==> src/rtl/exec_mdu_if.sv <==
// Issue/result bundle between the execute stage and the multi-cycle MDU.
// Operand sources, forward values and completion outputs travel together.
interface exec_mdu_if #(
    parameter int XLEN = 32
);
    logic            start;
    logic [2:0]      funct3;
    logic [4:0]      rd_in;
    logic [XLEN-1:0] rd1;
    logic [XLEN-1:0] rd2;
    logic [1:0]      forward_a;
    logic [1:0]      forward_b;
    logic [XLEN-1:0] result_w;
    logic [XLEN-1:0] result_m;
    logic [XLEN-1:0] imm_ext_m;
    logic            flush;
    logic            stall_mdu;
    logic            done;
    logic [4:0]      rd_out;
    logic [XLEN-1:0] result;
    logic            busy;

    modport master (
        output start, funct3, rd_in, rd1, rd2, forward_a, forward_b,
               result_w, result_m, imm_ext_m, flush,
        input  stall_mdu, done, rd_out, result, busy
    );

    modport slave (
        input  start, funct3, rd_in, rd1, rd2, forward_a, forward_b,
               result_w, result_m, imm_ext_m, flush,
        output stall_mdu, done, rd_out, result, busy
    );
endinterface

==> src/rtl/exec_mdu.sv <==
// Iterative RV32M/RV64M multiply/divide unit: shift-add multiply and restoring
// divide on magnitudes, sign fixed up at the end, BITS_PER_CYCLE bits per step.
module exec_mdu #(
    parameter int XLEN           = 32,
    parameter int BITS_PER_CYCLE = 1
) (
    input  logic       clk,
    input  logic       rst,
    exec_mdu_if.slave  bus
);
    localparam int N_STEPS = XLEN / BITS_PER_CYCLE;
    localparam int CW      = $clog2(N_STEPS + 1);

    typedef enum logic [2:0] {S_IDLE, S_PREP, S_CALC, S_FIX, S_DONE} state_e;

    state_e          state_q, state_d;
    logic [XLEN-1:0] a_q, b_q, hi_q, lo_q, result_q;
    logic [2:0]      f3_q;
    logic [4:0]      rd_q, rd_out_q;
    logic            neg_q;
    logic [CW-1:0]   cnt_q;

    logic [XLEN-1:0] op_a, op_b;
    logic            accept;

    always_comb begin
        case (bus.forward_a)
            2'b01:   op_a = bus.result_w;
            2'b10:   op_a = bus.result_m;
            2'b11:   op_a = bus.imm_ext_m;
            default: op_a = bus.rd1;
        endcase
        case (bus.forward_b)
            2'b01:   op_b = bus.result_w;
            2'b10:   op_b = bus.result_m;
            2'b11:   op_b = bus.imm_ext_m;
            default: op_b = bus.rd2;
        endcase
    end

    assign accept = bus.start && !bus.flush && (state_q == S_IDLE || state_q == S_DONE);

    // Opcode decode on the latched funct3
    logic is_div, is_rem, sgn_a, sgn_b, a_neg, b_neg, neg_d;
    logic [XLEN-1:0] abs_a, abs_b;
    logic div0, ovf, special;
    logic [XLEN-1:0] spec_res;

    always_comb begin
        is_div = f3_q[2];
        is_rem = f3_q[2] & f3_q[1];
        sgn_a  = is_div ? !f3_q[0] : (f3_q[1:0] == 2'b01 || f3_q[1:0] == 2'b10);
        sgn_b  = is_div ? !f3_q[0] : (f3_q[1:0] == 2'b01);
        a_neg  = sgn_a & a_q[XLEN-1];
        b_neg  = sgn_b & b_q[XLEN-1];
        abs_a  = a_neg ? -a_q : a_q;
        abs_b  = b_neg ? -b_q : b_q;
        neg_d  = is_rem ? a_neg : (a_neg ^ b_neg);
        div0   = is_div && (b_q == '0);
        ovf    = is_div && sgn_a && (a_q == {1'b1, {(XLEN-1){1'b0}}}) && (b_q == '1);
        special = div0 | ovf;
        if (div0) spec_res = is_rem ? a_q : '1;
        else      spec_res = is_rem ? '0  : a_q;
    end

    // One CALC step: hi/lo act as {acc, multiplier} or {remainder, quotient}
    logic [XLEN-1:0] hi_n, lo_n;
    logic [XLEN:0]   sum;

    always_comb begin
        hi_n = hi_q;
        lo_n = lo_q;
        sum  = '0;
        for (int i = 0; i < BITS_PER_CYCLE; i++) begin
            if (!is_div) begin
                sum  = {1'b0, hi_n} + (lo_n[0] ? {1'b0, b_q} : {(XLEN+1){1'b0}});
                lo_n = {sum[0], lo_n[XLEN-1:1]};
                hi_n = sum[XLEN:1];
            end else begin
                sum  = {hi_n, lo_n[XLEN-1]};
                lo_n = {lo_n[XLEN-2:0], 1'b0};
                if (sum >= {1'b0, b_q}) begin
                    sum     = sum - {1'b0, b_q};
                    lo_n[0] = 1'b1;
                end
                hi_n = sum[XLEN-1:0];
            end
        end
    end

    logic [2*XLEN-1:0] prod, prod_s;
    logic [XLEN-1:0]   fix_res;

    always_comb begin
        prod   = {hi_q, lo_q};
        prod_s = neg_q ? -prod : prod;
        if (!is_div)
            fix_res = (f3_q[1:0] == 2'b00) ? prod_s[XLEN-1:0] : prod_s[2*XLEN-1:XLEN];
        else if (is_rem)
            fix_res = neg_q ? -hi_q : hi_q;
        else
            fix_res = neg_q ? -lo_q : lo_q;
    end

    always_comb begin
        state_d = state_q;
        case (state_q)
            S_IDLE: if (accept) state_d = S_PREP;
            S_PREP: state_d = special ? S_DONE : S_CALC;
            S_CALC: if (cnt_q == CW'(N_STEPS - 1)) state_d = S_FIX;
            S_FIX:  state_d = S_DONE;
            S_DONE: state_d = accept ? S_PREP : S_IDLE;
            default: state_d = S_IDLE;
        endcase
        if (bus.flush) state_d = S_IDLE;
    end

    always_ff @(posedge clk or negedge rst) begin
        if (!rst) state_q <= S_IDLE;
        else      state_q <= state_d;
    end

    always_ff @(posedge clk or negedge rst) begin
        if (!rst) begin
            a_q      <= '0;
            b_q      <= '0;
            hi_q     <= '0;
            lo_q     <= '0;
            f3_q     <= '0;
            rd_q     <= '0;
            neg_q    <= 1'b0;
            cnt_q    <= '0;
            result_q <= '0;
            rd_out_q <= '0;
        end else begin
            if (accept) begin
                a_q  <= op_a;
                b_q  <= op_b;
                f3_q <= bus.funct3;
                rd_q <= bus.rd_in;
            end
            case (state_q)
                S_PREP: if (!bus.flush) begin
                    if (special) begin
                        result_q <= spec_res;
                        rd_out_q <= rd_q;
                    end else begin
                        hi_q  <= '0;
                        lo_q  <= abs_a;
                        b_q   <= abs_b;
                        neg_q <= neg_d;
                        cnt_q <= '0;
                    end
                end
                S_CALC: begin
                    hi_q  <= hi_n;
                    lo_q  <= lo_n;
                    cnt_q <= cnt_q + CW'(1);
                end
                S_FIX: if (!bus.flush) begin
                    result_q <= fix_res;
                    rd_out_q <= rd_q;
                end
                default: ;
            endcase
        end
    end

    assign bus.done      = (state_q == S_DONE);
    assign bus.busy      = (state_q != S_IDLE) && (state_q != S_DONE);
    assign bus.stall_mdu = accept | bus.busy;
    assign bus.result    = result_q;
    assign bus.rd_out    = rd_out_q;
endmodule

==> src/flat_wrapper.sv <==
// flat-port wrapper written by rule: the top's interface ports become plain ports
module exec_mdu_flat 
#(
    parameter int XLEN           = 32,
    parameter int BITS_PER_CYCLE = 1
)
  (clk, rst, bus_start, bus_funct3, bus_rd_in, bus_rd1, bus_rd2, bus_forward_a, bus_forward_b, bus_result_w, bus_result_m, bus_imm_ext_m, bus_flush, bus_stall_mdu, bus_done, bus_rd_out, bus_result, bus_busy);
  exec_mdu_if #(.XLEN(XLEN)) bus_i ();
  input  logic clk;
  input  logic rst;
  input wire logic [$bits(bus_i.start)-1:0] bus_start;
  input wire logic [$bits(bus_i.funct3)-1:0] bus_funct3;
  input wire logic [$bits(bus_i.rd_in)-1:0] bus_rd_in;
  input wire logic [$bits(bus_i.rd1)-1:0] bus_rd1;
  input wire logic [$bits(bus_i.rd2)-1:0] bus_rd2;
  input wire logic [$bits(bus_i.forward_a)-1:0] bus_forward_a;
  input wire logic [$bits(bus_i.forward_b)-1:0] bus_forward_b;
  input wire logic [$bits(bus_i.result_w)-1:0] bus_result_w;
  input wire logic [$bits(bus_i.result_m)-1:0] bus_result_m;
  input wire logic [$bits(bus_i.imm_ext_m)-1:0] bus_imm_ext_m;
  input wire logic [$bits(bus_i.flush)-1:0] bus_flush;
  output wire logic [$bits(bus_i.stall_mdu)-1:0] bus_stall_mdu;
  output wire logic [$bits(bus_i.done)-1:0] bus_done;
  output wire logic [$bits(bus_i.rd_out)-1:0] bus_rd_out;
  output wire logic [$bits(bus_i.result)-1:0] bus_result;
  output wire logic [$bits(bus_i.busy)-1:0] bus_busy;
  assign bus_i.start = bus_start;
  assign bus_i.funct3 = bus_funct3;
  assign bus_i.rd_in = bus_rd_in;
  assign bus_i.rd1 = bus_rd1;
  assign bus_i.rd2 = bus_rd2;
  assign bus_i.forward_a = bus_forward_a;
  assign bus_i.forward_b = bus_forward_b;
  assign bus_i.result_w = bus_result_w;
  assign bus_i.result_m = bus_result_m;
  assign bus_i.imm_ext_m = bus_imm_ext_m;
  assign bus_i.flush = bus_flush;
  assign bus_stall_mdu = bus_i.stall_mdu;
  assign bus_done = bus_i.done;
  assign bus_rd_out = bus_i.rd_out;
  assign bus_result = bus_i.result;
  assign bus_busy = bus_i.busy;
  exec_mdu #(.XLEN(XLEN), .BITS_PER_CYCLE(BITS_PER_CYCLE)) u_core (.clk(clk), .rst(rst), .bus(bus_i));
endmodule
==> config.mk <==
export PLATFORM = sky130hd
export DESIGN_NAME = exec_mdu_flat
export DESIGN_NICKNAME = d
export VERILOG_FILES = /design/src/rtl/exec_mdu_if.sv /design/src/rtl/exec_mdu.sv /design/src/flat_wrapper.sv
export SDC_FILE = /design/constraint.sdc
export NUM_CORES = 1
export LEC_CHECK = 0
export ABC_AREA = 0
export BUFFER_PORTS_ARGS = -buffer_cell sky130_fd_sc_hd__buf_2
export CORE_MARGIN = 3
export CORE_UTILIZATION = 35
export CTS_BUF_LIST = sky130_fd_sc_hd__clkbuf_8
export CTS_CLUSTER_DIAMETER = 120
export CTS_CLUSTER_SIZE = 10
export DETAILED_ROUTE_END_ITERATION = 10
export PLACE_DENSITY = 0.63
export SLEW_MARGIN = 15
export SYNTH_ARGS = -nofsm -noshare
export SYNTH_HDL_FRONTEND = slang
export SYNTH_SLANG_ARGS = --single-unit
==> constraint.sdc <==
create_clock -name clk -period 3.24 [get_ports clk]
set_input_delay 0.648 -clock clk [delete_from_list [all_inputs] [get_ports clk]]
set_output_delay 0.648 -clock clk [all_outputs]
set_load 0.005 [all_outputs]
[Yosys cells after proc, flatten, opt, wreduce, memory -nomap -nowiden]
Index checks and enable logic that the tools add are counted.
Word-level totals
  bits in registers: 183
  bits in latches: 0
  bits in writable memories: 0
  ROM bits: 0
  bits of input ports: 176
  output and inout bits: 40
  word-level logic and storage cells: 120
  memories: 0
Operators by class
  add/sub/neg operators: 8
  $mul: 0
  div/mod/pow operators: 0
  order comparisons: 1
  equality and inequality tests: 23
  shifts and indexed selects: 0
  multiplexer cells: 48
  bitwise gates (word level): 8
  reduce and logical (&&, ||, !) cells: 21
Operator list (number)
  $mux 32: 25
  $pmux 32 s2: 3
  $pmux 32 s3: 2
  $neg 32->32: 4
  $eq 32x32->1 const B: 2
  $mux 64: 1
  $neg 64->64: 1
  $add 32x32->33: 1
  $ge 33x32->1: 1
  $logic_not 32->1: 1
  $sub 32x32->32: 1
  $mux 5: 3
  $pmux 3 s5: 1
  $mux 3: 4
  $mux 6: 2
  $pmux 6 s2: 1
  $eq 2x2->1 const B: 5
  $pmux 5 s2: 1
  $logic_and 1x1->1: 7
  $add 6x1->6 const B: 1
  $eq 2x1->1 const B: 3
  $eq 3x2->1 const B: 2
  $eq 6x5->1 const B: 1
  $ne 2x2->1 const B: 3
  other kinds (20): 33

[Logic depth before layout (Yosys ltp)]
Gate-level depths: netlist (run 1).
  depth after elaboration: 10
  depth in mapped cells: 15

[Worst setup path before layout (run 1)]
OpenSTA, ideal clock, no wires.
  path kind: register to register
  start: reg u_core.hi_q[1]
  end: reg u_core.result_q[24], in the netlist u_core.bus.result[24]
  setup time: 0.104 ns
  arrival time: 3.084 ns
  setup slack: 0.053 ns
  stages on the path, launching flop included: 13
  path buffers: 2
  clock period less this slack: 3.187 ns
  cells stage by stage: dfrtp_1 > clkbuf_1 > inv_1 > ha_1 > or3b_2 > or4_1 > buf_2 > or4b_1 > nand2_1 > xor2_1 > a221oi_1 > o21ai_0 > o311ai_1
On the way
  longest elaborated chain between the ends: 6
  elaborated cells between the ends (all ways): 9
  classes of those cells: add/sub: 2; mux: 7
Ends and longest elaborated chain
  start, declared: RTL line exec_mdu.sv:17  | logic [XLEN-1:0] a_q, b_q, hi_q, lo_q, result_q;
  start signal, assigned: RTL line exec_mdu.sv:156  | hi_q <= hi_n;
  $neg 64->64 or $neg 32->32 (tied branches): RTL line exec_mdu.sv:96, exec_mdu.sv:100
  $mux 64 or $mux 32 (tied branches): RTL line exec_mdu.sv:96, exec_mdu.sv:100
  $mux 32, on equally long branches: RTL line exec_mdu.sv:98, exec_mdu.sv:99
  $mux 32 *: RTL line exec_mdu.sv:97  | if (!is_div)
  $mux 32 *: RTL line exec_mdu.sv:160  | S_FIX: if (!bus.flush) begin
  $pmux 32 s2 *: RTL line exec_mdu.sv:142  | case (state_q)
  end signal, assigned: RTL line exec_mdu.sv:145  | result_q <= spec_res;
  end signal, assigned: RTL line exec_mdu.sv:161  | result_q <= fix_res;
  end, declared: RTL line exec_mdu.sv:17
Every way passes the cells marked *; elsewhere a longest branch is shown, timed or not. The select of a mux whose other input is x is not followed.
A chain may end at the register's enable or synchronous reset.

[Final worst setup path (run 1)]
  start: reg u_core.lo_q[0]
  end: reg u_core.hi_q[20]
On the way
  longest elaborated chain between the ends: 4
Ends and longest elaborated chain
  start, declared: RTL line exec_mdu.sv:17
  start signal, assigned: RTL line exec_mdu.sv:149  | lo_q <= abs_a;
  start signal, assigned: RTL line exec_mdu.sv:157  | lo_q <= lo_n;
  $mux 32: RTL line exec_mdu.sv:76  | sum = {1'b0, hi_n} + (lo_n[0] ? {1'b0, b_q} : {(XLEN+1){1'b0}});
  $add 32x32->33: RTL line exec_mdu.sv:76
  $mux 32: RTL line exec_mdu.sv:75  | if (!is_div) begin
  $pmux 32 s2: RTL line exec_mdu.sv:142
No other way between the ends.

==> flow_summary.yaml, run 1 <==
finish:
  fin_nets: 2792
  nFillCells: 5037
  area_growth_pct: 22.0
  drive_gt1_frac: 0.254
  utilization: 0.434
  fin_area_um2: 21800
critical_path:
  critical_path.cell_chain: "buf_4 -> nand2_1 -> inv_1 -> ha_1 -> a211oi_1 -> o21a_1 -> buf_4 -> a211oi_1 -> nand3b_1 -> a21o_1 -> a21oi_1 -> xor2_1 -> nor3_1 -> a221o_1"
  start_kind: "flip-flop"
  crit_type: "flip-flop to flip-flop"
  cpPeakStageDelay_ns: 0.43
  r2r_cells: 14
  cp_data_arrival_time_ns: 3.67
  cp_num_buf_inv: 3
  worstSetupEndpointType: "flip-flop"
  r2r_slack_ns: 0.01
  critPathMaxFanout: 5
  regToRegStartpoint: "u_core.lo_q[0]$_DFFE_PN0P_"
  cp_slowest_cell: "dfrtp_1"
  path_delay_family: "compound AO/OA/AOI/OAI gates"
  worstReg2RegEnd: "u_core.hi_q[20]$_DFFE_PN0P_"
  critPathRequiredTime_ns: 3.68
sta:
  grt_setup_unrepaired: "true"
  fin_crit_sh: 0.997
  tightest_slew_ns: 0.907
  drv_slew: 0
  setup-tns-final_ns: 0
  max_freq_mhz: 310
  slew_headroom: 0.395
  hold_viol: 0
  finalHoldWorstSlack_ns: 0.0778
  fin_crit_ns: 3.23
  fin_ws_ns: 0.0110
  setup_viol_count_final: 0
  fin_worst_skew_ns: 0.0206
worst_hold_path:
  hold_path.class: "input pin to async pin"
placed_design:
  hpwl_mm: 62.7
  routabilityCongestion: 1.06
  io_buffers: 215
  placed_area_um2: 21100
  place_ws_ns: -0.0652
synth:
  synth_warnings: 0
  ys_ff_latch: 183
  synth.top_cell.area_share: 0.256
  synthTopCellsByCount: "303 x nand2_1, 201 x nor2_1, 193 x o21ai_0, 184 x a21oi_1, 183 x dfrtp_1"
  synthArstFlopShare: 1.00
  yosysMostFrequentCell: "nand2_1"
  synth_edf_count: 0
  avgSynthCellArea_um2: 8.01
  synthTopCellsByArea: "dfrtp_1 26%, mux4_2 8.1%, nand2_1 6.4%, o21ai_0 5.4%, a21oi_1 5.2%"
  syn_inst: 2232
  synth_flop_cell: "dfrtp_1"
  synth_cell_types: 88
  synth_nets: 2482
  syn_area_um2: 17900
  synth_top_area_cell: "dfrtp_1"
  ys_seq_area_frac: 0.256
status:
  status: "finished, final reports clean"
global_route:
  grtUsageTotal: 0.284
  grt_pass1_vias: 18700
  grt_max_degree: 64
  grt_first_pass_wirelength_mm: 116
  antenna_found_initial: 3
  grt.overflow.total: 0
detailed_routing:
  drt.antenna.violating_nets: 0
  drt_first_pass_iters: 5
  drcViolationCount: 0
  drt_iter0_markers: 2097
  via_per_inst: 6.10
  wl_per_cell_um: 24.3
  vias: 19700
  routed_wl_mm: 78.5
job:
  drv_cap: 0
clock_tree:
  tritoncts: "yes"
  cts_root_buf: "clkbuf_8"
  cts_hold_buffers: 0
  numCtsBuffers: 17
  clk_pin_slew_ns: 0.13
  cts_max_path_buffers: 2
  clk_latency_ns: 0.55
  cts_sinks: 183
  htreeDepth: 4
die:
  dieHeight_um: 232
  coreArea_um2: 50300
  fp-row-count: 82
  io_pins: 216
  die_w_um: 232
  die_area_um2: 53800
  start_util: 0.356
power:
  leakage_nw: 9.69
  comb_power_share: 0.686
  power_density_nw_per_um2: 842
  ir_worst_vdd_mv: 0.391
  power_frac_clock: 0.097
  p_sw_mw: 9.64
  switching_share: 0.525
  seq_power_share: 0.217
  p_int_mw: 8.71
worst max-delay path by stage:
stage	cells past startpoint	start	to	slack, ns
2_1_floorplan	12	u_core.hi_q[1]$_DFFE_PN0P_	u_core.bus.result[24]$_DFFE_PN0P_	0.05
3_3_place_gp	8	u_core.lo_q[16]$_DFFE_PN0P_	u_core.bus.result[3]$_DFFE_PN0P_	-0.07
3_5_place_dp	14	u_core.lo_q[0]$_DFFE_PN0P_	u_core.hi_q[31]$_DFFE_PN0P_	-0.07
4_1_cts	15	u_core.lo_q[0]$_DFFE_PN0P_	u_core.hi_q[21]$_DFFE_PN0P_	0.02
5_1_grt	16	u_core.lo_q[0]$_DFFE_PN0P_	u_core.hi_q[18]$_DFFE_PN0P_	-0.15
6_report	14	u_core.lo_q[0]$_DFFE_PN0P_	u_core.hi_q[20]$_DFFE_PN0P_	0.01
layer usage:
layer / track usage / share of wire / vias up / wire, um
met5: 0 / 0 / - / 0
met4: 0.129 / 0.046 / 0 / 3580
met3: 0.0526 / 0.10 / 167 / 7930
met2: 0.443 / 0.44 / 1191 / 34800
met1: 0.382 / 0.41 / 9452 / 32200
li1: - / - / 8866 / -
cell type report:
type / count / area, um2 / area share
multi-input combinational: 1814 / 12600 / 0.576
sequential: 183 / 4580 / 0.210
timing repair buffer: 463 / 3140 / 0.144
tap: 672 / 841 / 0.0385
inverter: 63 / 239 / 0.0110
clock buffer: 17 / 234 / 0.0107
clock inverter: 15 / 206 / 0.00946
antenna: 1 / 2.50 / 0.000115
flip-flops by register name, indices dropped and copies added (netlist names):
signal             flops
u_core.a_q            32
u_core.b_q            32
u_core.bus.rd_out      5
u_core.bus.result     32
u_core.cnt_q           6
u_core.f3_q            3
u_core.hi_q           32
u_core.lo_q           32
u_core.neg_q           1
u_core.rd_q            5
u_core.state_q         3
logic make-up (layout without fill, tap and decap cells):
group                    Yosys count  after routing  synth area share
adder cells (fa/ha/maj)           74             74            0.0526
multiplexers                     119            119             0.112
flip-flops                       183            183             0.256
buffers and inverters            236            558            0.0528
XOR/XNOR                         139            139            0.0681
AO/OA/AOI/OAI                    722            722             0.261
AND/OR/NAND/NOR                  759            760             0.198
other                              0              1                 0
layout by cell type (no fill, tap or decap), drive strengths merged, types with 11 or more instances in the layout:
cell    synthesis  layout
nand3          40      41
a21o           40      40
nand2         303     303
a22oi          20      20
o31ai          29      29
xnor2          65      65
a31oi          24      24
o32ai          11      11
dfrtp         183     183
o21ai         205     205
o221ai         15      15
a211oi         24      24
o22ai          11      11
o41ai          20      20
and3           18      18
or3            17      17
a311oi         12      12
or4            21      21
mux4           64      64
a21oi         184     184
o21a           12      12
nor4           16      16
clkbuf        130      19
xor2           74      74
nor2          205     205
inv            63      72
nand4          28      28
a21boi         11      11
nand2b         18      18
mux2i          51      51
nor3           51      51
ha             72      72
a221oi         13      13
buf            43     461
o211ai         42      42
metrics by stage:
| stage | instances | total power, mW |
|---|---|---|
| after CTS | 3217 | 17.8 |
| after floorplan | 2232 | 11.0 |
| after detailed placement | 3185 | 15.9 |
| after global placement | 3185 | 15.8 |
| final | 3228 | 18.4 |
| after global routing | 3228 | 19.4 |
what timing repair did:
| action | CTS | global route |
|---|---|---|
| buffers inserted | 0 | 8 |
| gates cloned | 0 | 2 |
| resized for setup | 5 | 43 |
| endpoints found under the setup margin | 10 | 76 |
| pin swaps | 0 | 11 |
power by group through the flow:
stage / Clock [mW] / Sequential [mW] / Combinational, mW
CTS: 1.79 / 3.92 / 12.1
detailed placement: 0 / 3.96 / 12.0
global route: 1.88 / 4.04 / 13.5
floorplan: 0 / 3.82 / 7.23
finish: 1.78 / 3.98 / 12.6
global placement: 0 / 3.94 / 11.9
Power figures use the tool's default switching activity.
==> run 2, diff against run 1 <==
Settings changed: ABC_AREA 0 to 1, CAP_MARGIN set to 20, PLACE_DENSITY 0.63 to unset, PLACE_DENSITY_LB_ADDON set to 0.08.
==> flow_summary.yaml, run 2 <==
status:
  status: "finished, final reports clean"
global_route:
  grt_pass1_vias: 23700
  antenna_found_initial: 13
  grtUsageTotal: 0.325
  grt_first_pass_wirelength_mm: 154
  grt_max_degree: 66
  grt.overflow.total: 0
detailed_routing:
  wl_per_cell_um: 22.4
  vias: 25900
  drt_iter0_markers: 2669
  routed_wl_mm: 105
  via_per_inst: 5.54
  drt.antenna.violating_nets: 0
  drt_first_pass_iters: 5
  drcViolationCount: 0
placed_design:
  routabilityCongestion: 0.986
  dp.cells: 4621
  placed_area_um2: 23200
  io_buffers: 215
  hpwl_mm: 85.2
  place_ws_ns: 0.222
sta:
  fin_crit_sh: 0.936
  tightest_slew_ns: 0.814
  fin_ws_ns: 0.206
  hold_viol: 0
  setup-tns-final_ns: 0
  slew_headroom: 0.457
  drv_slew: 0
  fin_worst_skew_ns: 0.0281
  finalHoldWorstSlack_ns: 0.288
  grt_setup_unrepaired: "false"
  max_freq_mhz: 330
  setup_viol_count_final: 0
  fin_crit_ns: 3.03
power:
  power_frac_clock: 0.070
  comb_power_share: 0.730
  seq_power_share: 0.201
  leakage_nw: 12.1
  switching_share: 0.617
  p_sw_mw: 15.0
  p_int_mw: 9.31
  ir_worst_vdd_mv: 0.474
  power_density_nw_per_um2: 1020
critical_path:
  critical_path.cell_chain: "inv_1 -> ha_1 -> nand2_1 -> nor2_1 -> nand2_1 -> nor2_1 -> nand3_1 -> nand2_1 -> nor2_2 -> nand2_4 -> nor2_1 -> buf_4 -> nand2_1 -> nand3_1 -> o21ai_1"
  cpPeakStageDelay_ns: 0.62
  worstSetupEndpointType: "flip-flop"
  worstReg2RegEnd: "u_core.hi_q[0]$_DFFE_PN0P_"
  critPathRequiredTime_ns: 3.66
  crit_type: "flip-flop to flip-flop"
  cp_num_buf_inv: 2
  cp_slowest_cell: "dfrtp_1"
  path_delay_family: "simple AND/OR/NAND/NOR gates"
  cp_data_arrival_time_ns: 3.46
  crit_path_frequent_cell: "nand2_1"
  r2r_slack_ns: 0.21
  critPathMaxFanout: 21
  start_kind: "flip-flop"
  r2r_cells: 15
  regToRegStartpoint: "u_core.b_q[10]$_DFFE_PN0P_"
finish:
  final_cell_mix: "1280 x nand2_1, 373 x inv_1, 364 x nor2_1, 317 x nand3_1, 253 x o21ai_0"
  final_common_cell: "nand2_1"
  multi_input_area_um2: 14300
  seq_area_um2: 4590
  area_growth_pct: 13.2
  drive_gt1_frac: 0.107
  layoutNonFillerInstCount: 4670
  fin_area_um2: 23800
  nFillCells: 6805
  fin_nets: 4120
worst_hold_path:
  hold_depth: 3
  min_from: "bus_rd_in[3]"
  hold_path.class: "input pin to flip-flop"
  holdPathEnd: "u_core.rd_q[3]$_DFFE_PN0P_"
job:
  drv_cap: 0
synth:
  synth_warnings: 0
  synthArstFlopShare: 1.00
  synth.top_cell.area_share: 0.229
  ys_ff_latch: 183
  synth_flop_cell: "dfrtp_1"
  synth_top_area_cell: "nand2_1"
  synthTopCellsByArea: "nand2_1 23%, dfrtp_1 22%, nand3_1 7.6%, inv_1 6.7%, nor2_1 6.6%"
  avgSynthCellArea_um2: 5.70
  ys_seq_area_frac: 0.218
  synthTopCellsByCount: "1281 x nand2_1, 374 x inv_1, 369 x nor2_1, 317 x nand3_1, 253 x o21ai_0"
  yosysMostFrequentCell: "nand2_1"
  syn_inst: 3685
  synth_edf_count: 0
  synth_cell_types: 56
  syn_area_um2: 21000
  synth_nets: 3935
die:
  coreArea_um2: 59200
  dieHeight_um: 251
  fp-row-count: 89
  die_w_um: 251
  start_util: 0.355
  die_area_um2: 63000
  io_pins: 216
clock_tree:
  tritoncts: "yes"
  cts_sinks: 183
  clk_latency_ns: 0.58
  cts_max_path_buffers: 2
  numCtsBuffers: 17
  htreeDepth: 4
  post-cts-setup-buffers: 0
  cts_root_buf: "clkbuf_8"
  clk_pin_slew_ns: 0.13
run 2: cell types whose count changed in the layout (fill, tap and decap cells not counted), sizes merged, moves of 36 or more:
cell   change
mux2i     -47
inv      +321
o21ai     +94
nor2     +180
a21oi     +39
xnor2     -49
mux4      -64
buf      -144
a21o      -36
nand4     +56
nand2    +986
nand3    +279
run 2: power groups by stage:
stage | Combinational (mW) | Clock [mW] | Sequential [mW]
6_report | 17.7 | 1.69 | 4.88
2_1_floorplan | 11.4 | 0 | 4.22
3_3_place_gp | 17.4 | 0 | 4.85
4_1_cts | 17.3 | 1.75 | 4.80
3_5_place_dp | 17.2 | 0 | 4.85
5_1_grt | 19.6 | 1.82 | 4.99
run 2: worst register-to-register path: cells and delay by family (launching register included):
kind / cells / cell delay, ns
adder cells (fa/ha/maj): 1 / 0.39
AND/OR/NAND/NOR: 11 / 1.32
flip-flops: 1 / 0.62
AO/OA/AOI/OAI: 1 / 0.06
buffers and inverters: 2 / 0.51
run 2: stage by stage:
step / power (mW) / utilization
6_report: 24.3 / 0.401
5_1_grt: 26.4 / 0.401
4_1_cts: 23.9 / 0.400
3_5_place_dp: 22.1 / 0.392
3_3_place_gp: 22.2 / 0.392
2_1_floorplan: 15.7 / -
run 2: area by class of cell:
type,count,share of cell area
clock buffers,17,0.00985
repair buffers,319,0.0856
inverters,390,0.0617
flip-flops and latches,183,0.193
diodes,14,0.00147
well taps,773,0.0407
multi-input cells,2959,0.600
clock inverters,15,0.00748
run 2: per-layer routing:
metal / vias up / GRT usage / part of all wire
met3: 136 / 0.0585 / 0.087
li1: 12400 / - / -
met5: - / 0 / 0
met4: 0 / 0.113 / 0.032
met2: 1157 / 0.487 / 0.43
met1: 12200 / 0.468 / 0.45
run 2: cells by family (layout without fill, tap and decap cells):
group,count (synthesis),count (layout),share of synthesized area
muxes,4,4,0.00191
DFF,183,183,0.218
buffers and inverters,543,741,0.104
AOI/OAI and AO/OA,625,625,0.163
and+or+nand+nor,2178,2178,0.435
xor gates and xnor gates,78,78,0.0325
adders and majority gates,74,74,0.0448
other,0,14,0
run 2: worst max path at each step:
stage,from,to,slack (ns),cells after the start
floorplan,u_core.lo_q[0]$_DFFE_PN0P_,u_core.hi_q[25]$_DFFE_PN0P_,0.60,17
global placement,u_core.b_q[3]$_DFFE_PN0P_,u_core.hi_q[13]$_DFFE_PN0P_,0.18,17
detailed placement,u_core.b_q[3]$_DFFE_PN0P_,u_core.hi_q[0]$_DFFE_PN0P_,0.22,17
CTS,u_core.b_q[5]$_DFFE_PN0P_,u_core.hi_q[13]$_DFFE_PN0P_,0.18,15
global route,u_core.b_q[5]$_DFFE_PN0P_,u_core.hi_q[13]$_DFFE_PN0P_,0.001,15
finish,u_core.b_q[10]$_DFFE_PN0P_,u_core.hi_q[0]$_DFFE_PN0P_,0.21,15
run 2: what timing repair did:
| item | in CTS | in global routing |
|---|---|---|
| resized for setup | 0 | 5 |
| setup endpoints to repair | 0 | 27 |
| hold endpoints to repair | 11 | 0 |
| hold buffers | 1 | 0 |
